## config.mk

```make
export PLATFORM = sky130hd
export DESIGN_NAME = dram_arbiter
export DESIGN_NICKNAME = d
export VERILOG_FILES = /design/src/rtl/dram_pkg.sv /design/src/rtl/dram_ld_align.sv /design/src/rtl/dram_arbiter.sv
export SDC_FILE = /design/constraint.sdc
export NUM_CORES = 1
export LEC_CHECK = 0
export ABC_CLOCK_PERIOD_IN_PS = 4000
export BUFFER_PORTS_ARGS = -buffer_cell sky130_fd_sc_hd__buf_2
export CAP_MARGIN = 0
export CORE_ASPECT_RATIO = 1.2
export CORE_MARGIN = 2
export CORE_UTILIZATION = 49
export DETAILED_ROUTE_END_ITERATION = 16
export PLACE_DENSITY = 0.94
export SYNTH_ARGS = -nofsm -noshare
export SYNTH_HDL_FRONTEND = slang
export SYNTH_SLANG_ARGS = --single-unit
```

## constraint.sdc

```tcl
create_clock -name clk -period 4 [get_ports clk]
set_clock_uncertainty 0.15 [all_clocks]
set_input_delay 0.8 -clock clk [delete_from_list [all_inputs] [get_ports clk]]
set_output_delay 0.8 -clock clk [all_outputs]
set_load 0.05 [all_outputs]
```

## src/rtl/dram_pkg.sv

```systemverilog
// Shared encodings for the data-RAM arbiter: access sizes, read-owner tags, CPU legality check.
// Latency: n/a (types and a pure function only).
// Backpressure: n/a.
package dram_pkg;

    localparam logic [1:0] SZ_BYTE = 2'b00;
    localparam logic [1:0] SZ_HALF = 2'b01;
    localparam logic [1:0] SZ_WORD = 2'b10;

    typedef enum logic [1:0] {
        OWN_NONE = 2'b00,
        OWN_CPU  = 2'b01,
        OWN_DBG  = 2'b10
    } own_e;

    function automatic logic size_legal(input logic [1:0] size, input logic [1:0] off);
        logic ok;
        case (size)
            SZ_BYTE: ok = 1'b1;
            SZ_HALF: ok = ~off[0];
            SZ_WORD: ok = (off == 2'b00);
            default: ok = 1'b0;
        endcase
        return ok;
    endfunction

endpackage

```

## src/rtl/dram_ld_align.sv

```systemverilog
// Load-data lane select plus zero/sign extension for byte, half and word loads.
// Latency: combinational.
// Backpressure: none.
module dram_ld_align
    import dram_pkg::*;
(
    input  logic [31:0] rdata,
    input  logic [1:0]  offset,
    input  logic [1:0]  size,
    input  logic        sgn,
    output logic [31:0] data
);

    logic [7:0]  byte_sel;
    logic [15:0] half_sel;

    always_comb begin
        byte_sel = rdata[8*offset +: 8];
        half_sel = offset[1] ? rdata[31:16] : rdata[15:0];
        case (size)
            SZ_BYTE: data = {{24{sgn & byte_sel[7]}}, byte_sel};
            SZ_HALF: data = {{16{sgn & half_sel[15]}}, half_sel};
            default: data = rdata;
        endcase
    end

endmodule

```

## src/rtl/dram_arbiter.sv

```systemverilog
// Single-port-per-direction data-RAM arbiter: MA stage has priority, debug port forced through after STARVE_MAX waits.
// Latency: writes at grant edge; load data and rvalid appear the cycle after the read grant.
// Backpressure: cpu_stall when debug wins; debug request held until dbg_ack.
module dram_arbiter
    import dram_pkg::*;
#(
    parameter int DRWIDTH    = 11,
    parameter int STARVE_MAX = 8
) (
    input  logic               clk,
    input  logic               rst_n,
    input  logic               cpu_req,
    input  logic               cpu_we,
    input  logic [DRWIDTH+1:0] cpu_adr,
    input  logic [1:0]         cpu_size,
    input  logic               cpu_signed,
    input  logic [31:0]        cpu_wdata,
    output logic               cpu_stall,
    output logic               cpu_misalign,
    output logic [31:0]        cpu_rdata,
    output logic               cpu_rvalid,
    input  logic               dbg_req,
    input  logic               dbg_we,
    input  logic [DRWIDTH-1:0] dbg_adr,
    input  logic [31:0]        dbg_wdata,
    output logic               dbg_ack,
    output logic [31:0]        dbg_rdata,
    output logic               dbg_rvalid,
    output logic [DRWIDTH-1:0] ram_radr,
    input  logic [31:0]        ram_rdata,
    output logic [DRWIDTH-1:0] ram_wadr,
    output logic [31:0]        ram_wdata,
    output logic [3:0]         ram_wen
);

    localparam int SCW = $clog2(STARVE_MAX + 1);

    logic [SCW-1:0]     starve_cnt;
    own_e               rd_owner;
    logic [1:0]         rd_off;
    logic [1:0]         rd_size;
    logic               rd_signed;
    logic [31:0]        cpu_rdata_q;
    logic [31:0]        dbg_rdata_q;
    logic [31:0]        ld_data;

    logic               dbg_win;
    logic               cpu_win;
    logic               cpu_legal;
    logic               cpu_acc;
    logic [DRWIDTH-1:0] cpu_word;

    assign cpu_word  = cpu_adr[DRWIDTH+1:2];
    assign cpu_legal = size_legal(cpu_size, cpu_adr[1:0]);

    // All grants are gated by rst_n so nothing reaches the RAM while in reset.
    assign dbg_win   = rst_n & dbg_req & (~cpu_req | (starve_cnt == SCW'(STARVE_MAX)));
    assign cpu_win   = rst_n & cpu_req & ~dbg_win;
    assign cpu_acc   = cpu_win & cpu_legal;
    assign cpu_stall = rst_n & cpu_req & dbg_win;
    assign dbg_ack   = dbg_win;

    always_comb begin
        ram_wen  = 4'b0000;
        ram_wadr = cpu_word;
        ram_radr = cpu_word;
        case (cpu_size)
            SZ_BYTE: ram_wdata = {4{cpu_wdata[7:0]}};
            SZ_HALF: ram_wdata = {2{cpu_wdata[15:0]}};
            default: ram_wdata = cpu_wdata;
        endcase
        if (dbg_win) begin
            ram_wadr  = dbg_adr;
            ram_radr  = dbg_adr;
            ram_wdata = dbg_wdata;
            if (dbg_we) ram_wen = 4'b1111;
        end else if (cpu_acc && cpu_we) begin
            case (cpu_size)
                SZ_BYTE: ram_wen = 4'b0001 << cpu_adr[1:0];
                SZ_HALF: ram_wen = cpu_adr[1] ? 4'b1100 : 4'b0011;
                default: ram_wen = 4'b1111;
            endcase
        end
    end

    always_ff @(posedge clk) begin
        if (!rst_n) begin
            starve_cnt   <= '0;
            rd_owner     <= OWN_NONE;
            rd_off       <= 2'b00;
            rd_size      <= SZ_WORD;
            rd_signed    <= 1'b0;
            cpu_misalign <= 1'b0;
            cpu_rdata_q  <= '0;
            dbg_rdata_q  <= '0;
        end else begin
            if (dbg_ack || !dbg_req)
                starve_cnt <= '0;
            else if (starve_cnt != SCW'(STARVE_MAX))
                starve_cnt <= starve_cnt + 1'b1;

            cpu_misalign <= cpu_win & ~cpu_legal;

            if (dbg_win && !dbg_we) begin
                rd_owner <= OWN_DBG;
            end else if (cpu_acc && !cpu_we) begin
                rd_owner  <= OWN_CPU;
                rd_off    <= cpu_adr[1:0];
                rd_size   <= cpu_size;
                rd_signed <= cpu_signed;
            end else begin
                rd_owner <= OWN_NONE;
            end

            if (cpu_rvalid) cpu_rdata_q <= ld_data;
            if (dbg_rvalid) dbg_rdata_q <= ram_rdata;
        end
    end

    dram_ld_align u_align (
        .rdata  (ram_rdata),
        .offset (rd_off),
        .size   (rd_size),
        .sgn    (rd_signed),
        .data   (ld_data)
    );

    // Reset in the return cycle drops the in-flight read.
    assign cpu_rvalid = rst_n & (rd_owner == OWN_CPU);
    assign dbg_rvalid = rst_n & (rd_owner == OWN_DBG);
    assign cpu_rdata  = cpu_rvalid ? ld_data   : cpu_rdata_q;
    assign dbg_rdata  = dbg_rvalid ? ram_rdata : dbg_rdata_q;

endmodule

```

# ---- Word-level counts from Yosys, hierarchy flattened
# Index checks and enable logic that the tools add are counted.
dict set report totals {
  register_bits 76
  elab_cells 65
}
dict set report op_classes {
  addsub 1
  n_eq_ne 7
  shift 2
  n_mux 15
  n_bitwise 18
  reduce_logical 13
}
# operator n
set ops {}
lappend ops {{$pmux W32 S2} 2}
lappend ops {{$mux W32} 3}
lappend ops {{$shiftx A32 B6 Y8} 1}
lappend ops {{$mux W16} 1}
lappend ops {{$mux W4} 4}
lappend ops {{$and A1 B1 Y1} 11}
lappend ops {{$mux W11} 1}
lappend ops {{$pmux W4 S2} 1}
lappend ops {{$eq A2 B1 Y1 const B} 3}
lappend ops {{$logic_not A2 Y1} 3}
lappend ops {{$not A1 Y1} 6}
lappend ops {{$add A4 B1 Y4 const B} 1}
lappend ops {{$eq A2 B2 Y1 const B} 2}
lappend ops {{$eq A4 B4 Y1 const B} 1}
lappend ops {{$ne A4 B4 Y1 const B} 1}
lappend ops {{$reduce_or A2 Y1} 2}
lappend ops {{$shl A1 B2 Y4 const A} 1}
lappend ops {{$logic_and A1 B1 Y1} 3}
lappend ops {{$logic_not A1 Y1} 3}
lappend ops {{$pmux W1 S3} 1}
lappend ops {{$mux W2} 1}
lappend ops {{$reduce_and A2 Y1} 1}
lappend ops {{$logic_or A1 B1 Y1} 1}
lappend ops {{$mux W1} 1}
lappend ops {{$or A1 B1 Y1} 1}

# ---- Logic depth before layout (Yosys ltp)
dict set report depth {
  ltp_word 9
  depth_mapped 7
  depth_no_buf 6
}

# ---- Cells and area by module
# From an unflattened synthesis, not the netlist that was laid out.
dict set report unflattened {
  hier_cells 532
  area_unflattened_um2 4882.2
}
# module instances cells_each area_each_um2
set by_module_without_submodules {}
lappend by_module_without_submodules {dram_arbiter 1 409 4176.5}
lappend by_module_without_submodules {dram_ld_align 1 123 705.7}

# ---- Least setup slack after synthesis
# OpenSTA, ideal clock, no wires.
dict set report synth_timing {
  kind {input -> output}
  start {in rst_n}
  end {out cpu_rdata[22]}
  t_arrival_ns 2.876
  required_time_ns 3.050
  path_slack_ns 0.174
  stages 6
  path_buffers 2
  cell_sequence {nand3b_2 clkinv_1 clkbuf_1 clkbuf_1 nor2_1 a21oi_1}
}
dict set report synth_via {
  elab_chain_len 2
}
# element line
set synth_lines {}
lappend synth_lines {{start, declared} dram_arbiter.sv:11} ;# input logic rst_n,
lappend synth_lines {{$and A1 B1 Y1} dram_arbiter.sv:129} ;# assign cpu_rvalid = rst_n & (rd_owner == OWN_CPU);
lappend synth_lines {{named net cpu_rvalid} dram_arbiter.sv:21} ;# output logic cpu_rvalid,
lappend synth_lines {{$mux W32} n/a}
lappend synth_lines {{end, declared} dram_arbiter.sv:20} ;# output logic [31:0] cpu_rdata,
# The timed path passes the listed nets, and every way through them passes these cells.

# ---- Final worst setup path
dict set report layout_timing {
  start {reg rd_off[1]}
  end {out cpu_rdata[21]}
}
dict set report layout_via {
  elab_chain_len 4
}
# element line
set layout_lines {}
lappend layout_lines {{start, declared} dram_arbiter.sv:40} ;# logic [1:0] rd_off;
lappend layout_lines {{start signal, assigned} dram_arbiter.sv:108} ;# rd_off <= cpu_adr[1:0];
lappend layout_lines {{$shiftx A32 B6 Y8 / $mux W16 (equally long branches)} {dram_ld_align.sv:18, dram_ld_align.sv:19}}
lappend layout_lines {{$and A1 B1 Y1 (on tied branches)} {dram_ld_align.sv:21, dram_ld_align.sv:22}}
lappend layout_lines {{$pmux W32 S2 (*)} dram_ld_align.sv:20} ;# case (size)
lappend layout_lines {{$mux W32 (*)} n/a}
# Mark *: on every way between the ends. The rest lies on a longest branch, timed or not.

==> qor.txt <==
Leak: 3.04 nW
Die Ht: 110 microns
Share of flip-flops with an asynchronous set or reset: 0%
Post-synthesis cell area: 4580 sq um
Internal Power: 1.20 mW
Die Wd: 92.3 microns
Commonest non-fill, non-tap cells in the layout: buf_2 (249), dfxtp_1 (76), mux2_2 (59)
Comb pwr share: 31.8%
HP Start: starve_cnt[0]$_SDFFE_PP0N_
Arrival time at the worst endpoint: 2.63 ns
H-tree depth: 3
Max cap viols: 0
Ys flop type: dfxtp_1
Distinct cell type count after synthesis: 45
Type of the tightest min-delay check: flip-flop to flip-flop
Post-route ant nets: 0
Setup Buffers After CTS: 0
Slew Viols, Final: 0
Power per standard cell area: 310 nW/um^2
Final non-filler cell total: 906
CTS Sinks: 76
VDD IR max: 0.000189 V
Crit path max fanout: 32
First-iteration detailed-routing DRC count: 285
Crit path launch: rd_off[1]$_SDFFE_PN0P_
Final period util: 89.4%
TritonCTS buffer count: 9
Hpwl dp: 12000 microns
Worst-path clk slew: 0.07 ns
Commonest non-fill, non-tap cell in the layout: buf_2
Worst setup EP type: primary output
Pre-antenna DRT Iters: 5
Status: finished clean
Synthesized area per cell: 8.23 sq um
GRT Total Usage: 29.3%
Setup TNS Final: 0 ns
# IOs: 256
Dpl cells: 890
Clk pwr share: 27.4%
Vias per cell: 5.45
Number of synthesized flops with an enable pin: 0
Seq/Total Area, Yosys: 33.2%
Total congestion overflow: 0
Seq pwr share: 40.8%
# resized after CTS: 0
DIE AREA: 10100 sq um
Ys Warns: 0
Largest net degree at the start of global routing: 65
RSZ-0062 raised after global routing: false
CP required: 3.05 ns
CTS hold repair buffers: 0
Core ar.: 9080 sq um
Total Nets Final: 912
Port Buffers: 255
Syn nets: 688
WS Path Type: flip-flop to primary output
DRC viols: 0
Sw Pwr: 0.712 mW
Fmax: 280 MHz
DR vias: 4940
Worst-Skew Late Latency: 0.35 ns
Hold slack final: 0.319 ns
Relative slew slack: 50.3%
Synth Instances: 557
CTS tree: done
Worst-Margin Slew: 0.743 ns
Clk buf depth: 2
Routed WL: 15200 microns
Wire per inst: 16.8 microns
Layout area overhead: 34.2%
GPL Wtd Cong: 0.853
Crit start category: flip-flop
Share of cells above drive strength 1: 44.2%
Final Total Pwr: 1.91 mW
Final setup viols: 0
Sw frac: 37.3%
Std cell rows: 38
CTS root buffer: clkbuf_8
Reg-to-reg critical path startpoint: rd_off[1]$_SDFFE_PN0P_
First-pass GRT wire length: 22900 microns
Vias in the first global route: 4724
Flops & latches, synth: 76
Final hold vios: 0
Initial antenna violation count: 0
Initial Util: 50.5%
Post-layout min period: 3.58 ns
final cells by class:
cell class | count | area, sq um
clock buffer | 10 | 138
clock inverter | 5 | 37.5
timing repair buffer | 266 | 1470
sequential | 76 | 1520
multi-input combinational | 420 | 2800
tap | 120 | 150
fill | 754 | 2930
antenna | 1 | 2.50
inverter | 8 | 30.0
logic make-up after synthesis:
kind of cell               after synthesis  share of synthesized area (%)
and+or+nand+nor                        199                           21.8
AOI/OAI and AO/OA                      131                           17.1
muxes                                   86                           20.7
DFF                                     76                           33.2
buffers and inverters                   61                           6.25
xor gates and xnor gates                 2                          0.382
adders and majority gates                2                          0.546
metrics by stage:
step | util (%) | worst slack (ns) | instance area, sq um
after global placement | 65.8 | 0.671 | 5970
final | 67.7 | 0.424 | 6150
after detailed placement | 65.8 | 0.656 | 5970
after floorplan | - | 0.174 | 4580
after global routing | 67.7 | 0.273 | 6150
after CTS | 67.7 | 0.459 | 6150
sequential cells by signal, indices dropped and copies added (netlist names):
name,count
rd_size,2
cpu_misalign,1
dbg_rdata_q,32
starve_cnt,4
rd_off,2
cpu_rdata_q,32
rd_owner,2
rd_signed,1
final timing paths:
path | endpoint | slack [ns] | cells after the start
min reg2reg | starve_cnt[0]$_SDFFE_PP0N_ | 0.32 | 1
max | cpu_rdata[21] | 0.42 | 6
max reg2reg | cpu_rdata_q[14]$_SDFF_PN0_ | 1.51 | 4
min | starve_cnt[0]$_SDFFE_PP0N_ | 0.32 | 1
synthesized netlist by cell type, types with 2 or more instances:
| master | count | area (sq um) |
|---|---|---|
| and2_1 | 48 | 300 |
| a22oi_1 | 6 | 45.0 |
| a21o_1 | 6 | 45.0 |
| nand2b_1 | 10 | 62.6 |
| nand3_1 | 5 | 25.0 |
| mux2_2 | 59 | 664 |
| buf_2 | 13 | 65.1 |
| a21oi_1 | 46 | 230 |
| a31oi_1 | 6 | 37.5 |
| ha_1 | 2 | 25.0 |
| buf_1 | 3 | 11.3 |
| clkbuf_1 | 26 | 97.6 |
| nor3_1 | 3 | 15.0 |
| o21ai_0 | 48 | 240 |
| inv_1 | 7 | 26.3 |
| buf_4 | 11 | 82.6 |
| nand2_1 | 57 | 214 |
| mux2i_1 | 26 | 260 |
| dfxtp_1 | 76 | 1520 |
| nor2b_1 | 11 | 68.8 |
| nand3b_1 | 9 | 67.6 |
| nor2_1 | 49 | 184 |
| a221oi_1 | 8 | 70.1 |
layer usage:
layer  up-vias  track usage (%)  share of wire [%]
met2       282             52.7                 50
met4         0             13.1                2.7
li1       2380                -                  -
met3        29             10.2                 11
met1      2249             30.9                 36
met5         -                0                  0
power groups by stage:
stage	Clock, mW	Sequential (mW)	Combinational [mW]
after global placement	0	0.796	0.598
after detailed placement	0	0.796	0.604
final	0.522	0.779	0.607
after floorplan	0	0.793	0.411
after CTS	0.531	0.779	0.606
after global routing	0.564	0.780	0.640
critical path, cell delays in order (launching register included):
cell      delay [ns]
dfxtp_1         0.69
mux2i_1         0.22
nor4b_1         0.51
a311oi_4        0.08
buf_4           0.26
a21oi_1         0.21
buf_2           0.29
Note: power is estimated with default switching activity, not from simulation.
